<file path="src/rtl/sysid_regs.sv">
// System identification register block: constant IDs, capability word, scratch,
// a free-running 64-bit uptime counter with coherent hi/lo read, and user ID words.
module sysid_regs #(
  parameter logic [31:0] SYSTEM_ID = 32'h0000_0000,
  parameter logic [31:0] TIMESTAMP = 32'h0000_0000,
  parameter int          NUM_USER  = 4,
  parameter logic [7:0]  VERSION   = 8'h02
) (
  input  logic                                           clock,
  input  logic                                           reset,
  input  logic [3:0]                                     address,
  input  logic                                           read,
  input  logic                                           write,
  input  logic [31:0]                                    writedata,
  input  logic [3:0]                                     byteenable,
  input  logic [32*((NUM_USER > 0) ? NUM_USER : 1)-1:0]  user_id,
  output logic [31:0]                                    readdata,
  output logic                                           readdatavalid
);

  localparam logic [3:0] A_SYSID   = 4'd0;
  localparam logic [3:0] A_STAMP   = 4'd1;
  localparam logic [3:0] A_CAPS    = 4'd2;
  localparam logic [3:0] A_SCRATCH = 4'd3;
  localparam logic [3:0] A_UP_LO   = 4'd4;
  localparam logic [3:0] A_UP_HI   = 4'd5;
  localparam logic [3:0] A_CTRL    = 4'd6;

  localparam logic [31:0] CAPS = {16'h0000, VERSION, 4'h0, 4'(NUM_USER)};

  logic [31:0] rdata_q, rdata_d;
  logic        rvld_q;
  logic [31:0] scratch_q, scratch_d;
  logic        run_q, run_d;
  logic [63:0] cnt_q, cnt_d;
  logic [31:0] shadow_q, shadow_d;
  logic        ctrl_wr, clr;
  logic [31:0] user_w [8];
  logic        unused_user;

  function automatic logic [31:0] merge_bytes(input logic [31:0] old_v,
                                              input logic [31:0] new_v,
                                              input logic [3:0]  be);
    logic [31:0] res;
    res = old_v;
    for (int i = 0; i < 4; i++) begin
      if (be[i]) res[8*i +: 8] = new_v[8*i +: 8];
    end
    return res;
  endfunction

  // Words beyond NUM_USER are tied to zero so the read mux never selects outside user_id.
  for (genvar k = 0; k < 8; k++) begin : g_user
    if (k < NUM_USER) begin : g_on
      assign user_w[k] = user_id[32*k +: 32];
    end else begin : g_off
      assign user_w[k] = 32'd0;
    end
  end

  assign unused_user = ^user_id;

  always_comb begin
    rdata_d = 32'd0;
    case (address)
      A_SYSID:   rdata_d = SYSTEM_ID;
      A_STAMP:   rdata_d = TIMESTAMP;
      A_CAPS:    rdata_d = CAPS;
      A_SCRATCH: rdata_d = scratch_q;
      A_UP_LO:   rdata_d = cnt_q[31:0];
      A_UP_HI:   rdata_d = shadow_q;
      A_CTRL:    rdata_d = {31'd0, run_q};
      4'd7:      rdata_d = 32'd0;
      default:   rdata_d = user_w[address[2:0]];
    endcase
  end

  // CLR and RUN both live in byte 0, so they only act when that byte is enabled.
  always_comb begin
    ctrl_wr   = write && (address == A_CTRL) && byteenable[0];
    clr       = ctrl_wr && writedata[1];
    run_d     = ctrl_wr ? writedata[0] : run_q;
    scratch_d = scratch_q;
    if (write && (address == A_SCRATCH)) begin
      scratch_d = merge_bytes(scratch_q, writedata, byteenable);
    end
    if (clr)        cnt_d = 64'd0;
    else if (run_q) cnt_d = cnt_q + 64'd1;
    else            cnt_d = cnt_q;
    shadow_d = (read && (address == A_UP_LO)) ? cnt_q[63:32] : shadow_q;
  end

  always_ff @(posedge clock) begin
    if (reset) begin
      rvld_q    <= 1'b0;
      rdata_q   <= 32'd0;
      scratch_q <= 32'd0;
      run_q     <= 1'b1;
      cnt_q     <= 64'd0;
      shadow_q  <= 32'd0;
    end else begin
      rvld_q    <= read;
      rdata_q   <= read ? rdata_d : 32'd0;
      scratch_q <= scratch_d;
      run_q     <= run_d;
      cnt_q     <= cnt_d;
      shadow_q  <= shadow_d;
    end
  end

  assign readdata      = rdata_q;
  assign readdatavalid = rvld_q;

endmodule

</file>
<file path="config.mk">
export PLATFORM = sky130hd
export DESIGN_NAME = sysid_regs
export DESIGN_NICKNAME = d
export VERILOG_FILES = /design/src/rtl/sysid_regs.sv
export SDC_FILE = /design/constraint.sdc
export NUM_CORES = 1
export LEC_CHECK = 0
export ABC_CLOCK_PERIOD_IN_PS = 6100
export CAP_MARGIN = 20
export CORE_MARGIN = 5
export CORE_UTILIZATION = 53
export DETAILED_ROUTE_END_ITERATION = 7
export GPL_ROUTABILITY_DRIVEN = 0
export PLACE_DENSITY = 0.85
export SETUP_SLACK_MARGIN = 0.4
export SYNTH_ARGS = -nofsm -noshare
export SYNTH_HDL_FRONTEND = slang
export SYNTH_SLANG_ARGS = --single-unit
</file>
<file path="constraint.sdc">
create_clock -name clock -period 6.1 [get_ports clock]
set_input_delay 1.83 -clock clock [delete_from_list [all_inputs] [get_ports clock]]
set_output_delay 1.83 -clock clock [all_outputs]
set_load 0.005 [all_outputs]
</file>
# [After elaboration in Yosys (flattened, before gate mapping)]
# Index checks and enable logic that the tools add are counted.
[op_classes] addsub=1 order_cmp=1 n_eq_ne=7 muxes=4 bitwise=2 n_reduce_logical=13
[ops] op="32-bit one-hot mux with 6 select lines" n=1
[ops] op="32-bit binary-select mux with 3-bit select" n=1
[ops] op="64-bit by 1-bit adder with 64-bit output, second input constant" n=1
[ops] op="32-bit two-way mux" n=2
[ops] op="4-bit by 3-bit == test with 1-bit output, second input constant" n=4
[ops] op="4-bit by 2-bit == test with 1-bit output, second input constant" n=2
[ops] op="2-bit AND reduction" n=4
[ops] op="1-bit logical AND" n=5
[ops] op="4-bit by 1-bit == test with 1-bit output, second input constant" n=1
[ops] op="4-bit >= comparator, second input constant" n=1
[ops] op="4-bit logical NOT" n=1
[ops] op="3-bit inverter with 4-bit output" n=1
[ops] op="2-bit OR reduction" n=2
[ops] op="3-bit OR reduction" n=1
[ops] op="1-bit inverter" n=1
[word_totals] reg_bits=162 wordCells=37

# [Depth between registers and ports, before layout]
[depth] ltp_word=5 ltp_mapped=8

# [Least setup slack after synthesis]
# OpenSTA, ideal clock, no wires.
[synth_timing] path_type="input to register" start="in address[1]" end="reg cnt_q[22]" setup_time_ps=128 t_arrival_ps=3408 required_time_ps=5972 path_slack_ps=2564 cell_stages=8 n_path_buf=4 path_cell_list="clkbuf_1 > nand3_1 > nor3_1 > a21o_1 > clkbuf_8 > clkbuf_1 > clkbuf_1 > nor2_1"
[synth_between] elab_chain_cells=5
[synth_rtl] element="start, declared" line_no="11" text="input logic [3:0] address,"
[synth_rtl] element="4-bit by 3-bit == test with 1-bit output" line_no="80" text="ctrl_wr = write && (address == A_CTRL) && byteenable[0];"
[synth_rtl] element="1-bit logical AND (2 in a row)" line_no="80"
[synth_rtl] element="1-bit logical AND" line_no="81" text="clr = ctrl_wr && writedata[1];"
[synth_rtl] element="2-bit OR reduction (no line)"
[synth_rtl] element="end signal, assigned" line_no="106" text="cnt_q <= cnt_d;"
[synth_rtl] element="end, declared" line_no="35" text="logic [63:0] cnt_q, cnt_d;"
# No other way between the ends.
# A chain may end at the register's enable or synchronous reset.

# [Worst setup path after layout]
[layout_timing] start="in address[1]" end="reg scratch_q[26]"
[layout_between] elab_chain_cells=3
[layout_rtl] element="4-bit by 2-bit == test with 1-bit output" line_no="84" text="if (write && (address == A_SCRATCH)) begin"
[layout_rtl] element="1-bit logical AND" line_no="84"
[layout_rtl] element="2-bit AND reduction (no line)"
[layout_rtl] element="end signal, assigned" line_no="104" text="scratch_q <= scratch_d;"
[layout_rtl] element="end, declared" line_no="33" text="logic [31:0] scratch_q, scratch_d;"
# No other way between the ends.

==> run metrics <==
setup_tns 0 ps; crit path time final about 4200 ps; largest net degree at the start of global routing slightly below 70; GR Overflow Total 0; register clock-pin slew on the reported worst setup and hold paths 60 ps; # DRC 4; vias in the first global route 7019; ANT nets after route 0; width of the die 130 um; Setup Viol. Count Final 0; P&R area growth vs syn 36.0%; # nets final 1200; max_cap viols 0; Cell Area, Placed 0.00976 sq mm; initial antenna violation count 1; Ys Warns 0; Synth async-reset ratio 0%; routed vias/inst ~6.1; EDFF count, synth 0; via count 7502; # resized after CTS 0; commonest non-fill, non-tap cells in the layout 201 x clkdlybuf4s50_1, 162 x dfxtp_1, 139 x nand2_1, 102 x a21oi_1, 64 x nor2_1; main flop type after synthesis dfxtp_1; Slew @ Worst Pin 937 ps; Req. time, crit path ~6400 ps; failing checks DRC; Max Root-Sink Buffers 2; Post-Syn Area 0.00765 sq mm; Setup Crit Path Kind in2reg; Hold Path Class reg2reg; Pre-antenna DRT Iters 8; number of I/O pins 205; unrepaired setup endpoints after global routing no; post-DP HPWL about 18000 um; status finished with violations; critical path data arrival time 4500 ps; Clk Latency, worst-skew pair between 400 and 500 ps; Mean Syn Cell Area 8.97 sq um; post-synthesis sequential area ratio 42.4%; top cell type's share of synthesized area 42.4%; I/O Buffers 204; Distinct cells, synth 53; crit path max fanout 38; final wirelength about 25000 um; Setup crit start kind primary input; layout cells sized above 1 between 8 and 9%; initial drt markers 792; syn_nets between 1000 and 1500; Worst Clk Skew 6.27 ps; CTS Buf Count 17; Final period util 69.1%; most common cell after layout, fill and taps aside clkdlybuf4s50_1; top cells by area, synth dfxtp_1 42%, mux4_2 9.4%, nand2_1 6.8%; Initial Util 54.7%; max incr delay on CP 800 ps; Hold Buf Count CTS 0; Die ar. 0.0169 sq mm; Max Fclk approximately 240 MHz; Root Buffer clkbuf_16; r2r setup slk 3000 ps; Die Height approximately 130 um; crit-path cells buf_2 > nand2b_1 > nor3b_2 > nand3_1 > mux2i_1 > nor2_1; CTS tree built; critical path capture point type flip-flop; Hold Worst Slack 454 ps; GRT Overall Usage approximately 29%; first-pass GRT wire length 38300 um; Core Area 0.0140 sq mm; Final Hold Fails 0; postcts setup bufs 0; row count 43; Leak Pwr 3.57 nW; Post-Syn Instances 852; CP max-delay cell nor3b_2; design area 0.0104 sq mm; VDD IR-drop max 0.180 mV; max-slew violations 0; Power Density ~230 mW/mm^2; wire per inst 20.5 um; H-tree level count 4; CTS Sinks approximately 160; Yosys top cell by area dfxtp_1; Yosys reg bits 162; slew margin rel. between 30% and 40%
stage by stage:
stage / std cells / setup WS (ps) / total power [mW] / util (%)
6_report: 1221 / 1890 / 2.43 / 74.4
5_1_grt: 1221 / 1670 / 2.50 / 74.4
4_1_cts: 1219 / 1940 / 2.44 / 74.2
3_5_place_dp: 1187 / 1490 / 1.33 / 69.8
3_3_place_gp: 1184 / 1620 / 1.32 / 69.4
2_1_floorplan: 852 / 2560 / 1.19 / -
power breakdown:
part	internal, mW	switching, mW	total [mW]
combinational	0.152	0.0849	0.237
clock	0.695	0.424	1.12
sequential	1.07	0.00632	1.07
critical path: cells and delay by family:
kind | cells | cell delay, ps
buf+inv | 1 | 650
mux | 1 | 320
simple gates | 4 | 1680
Yosys cell counts (2+ instances only):
master    number
or4b_1         2
mux2i_1       28
xnor2_1       13
xor2_1        17
a31oi_1        2
or4_4          2
o41ai_1        3
o31ai_1        5
nor4_1        14
and2_1         3
a211oi_1       2
or3_1         20
nor3_1        10
buf_6          2
and3_1         7
buf_1          5
mux4_2        32
nand4_1       25
clkbuf_8       2
nor2b_1        4
dfxtp_1      162
clkbuf_1      49
and4_1        10
nor2_1        64
a21oi_1      102
inv_1         10
nand2b_1       6
buf_2          2
o21ai_0       22
nand3_1       32
or4_1          7
a222oi_1      29
nand2_1      139
area by class of cell:
cell class | instances | area, sq um
multi-input cells | 620 | 4120
well taps | 180 | 225
flip-flops and latches | 162 | 3240
clock inverters | 13 | 183
fillers | 988 | 3590
diodes | 1 | 2.50
clock buffers | 19 | 443
inverters | 10 | 37.5
repair buffers | 216 | 2150
per-layer routing:
metal  up-vias  wire, um  global-route usage (%)
met1      3572      9860                    38.5
li1       3495         -                       -
met2       396     11900                    47.0
met4         0       528                    8.80
met3        39      2790                    7.94
met5         -         0                       0
final timing paths:
check / start / end / depth (start not counted)
max: address[1] / scratch_q[26] / 6
min: scratch_q[2] / scratch_q[2] / 2
max reg2reg: run_q / cnt_q[60] / 5
min reg2reg: scratch_q[2] / scratch_q[2] / 2
flip-flops by register name, indices dropped and copies added, names as in the netlist:
name,count
cnt_q,64
readdata,32
scratch_q,32
shadow_q,32
readdatavalid,1
run_q,1
logic make-up after synthesis:
kind of cell / after synthesis / share of synthesized area [%]
adders and majority gates: 1 / 0.164
buffers and inverters: 70 / 3.93
and+or+nand+nor: 357 / 23.1
muxes: 60 / 13.1
AOI/OAI and AO/OA: 172 / 13.9
xor gates and xnor gates: 30 / 3.44
DFF: 162 / 42.4
Note: power is estimated with default switching activity, not from simulation.
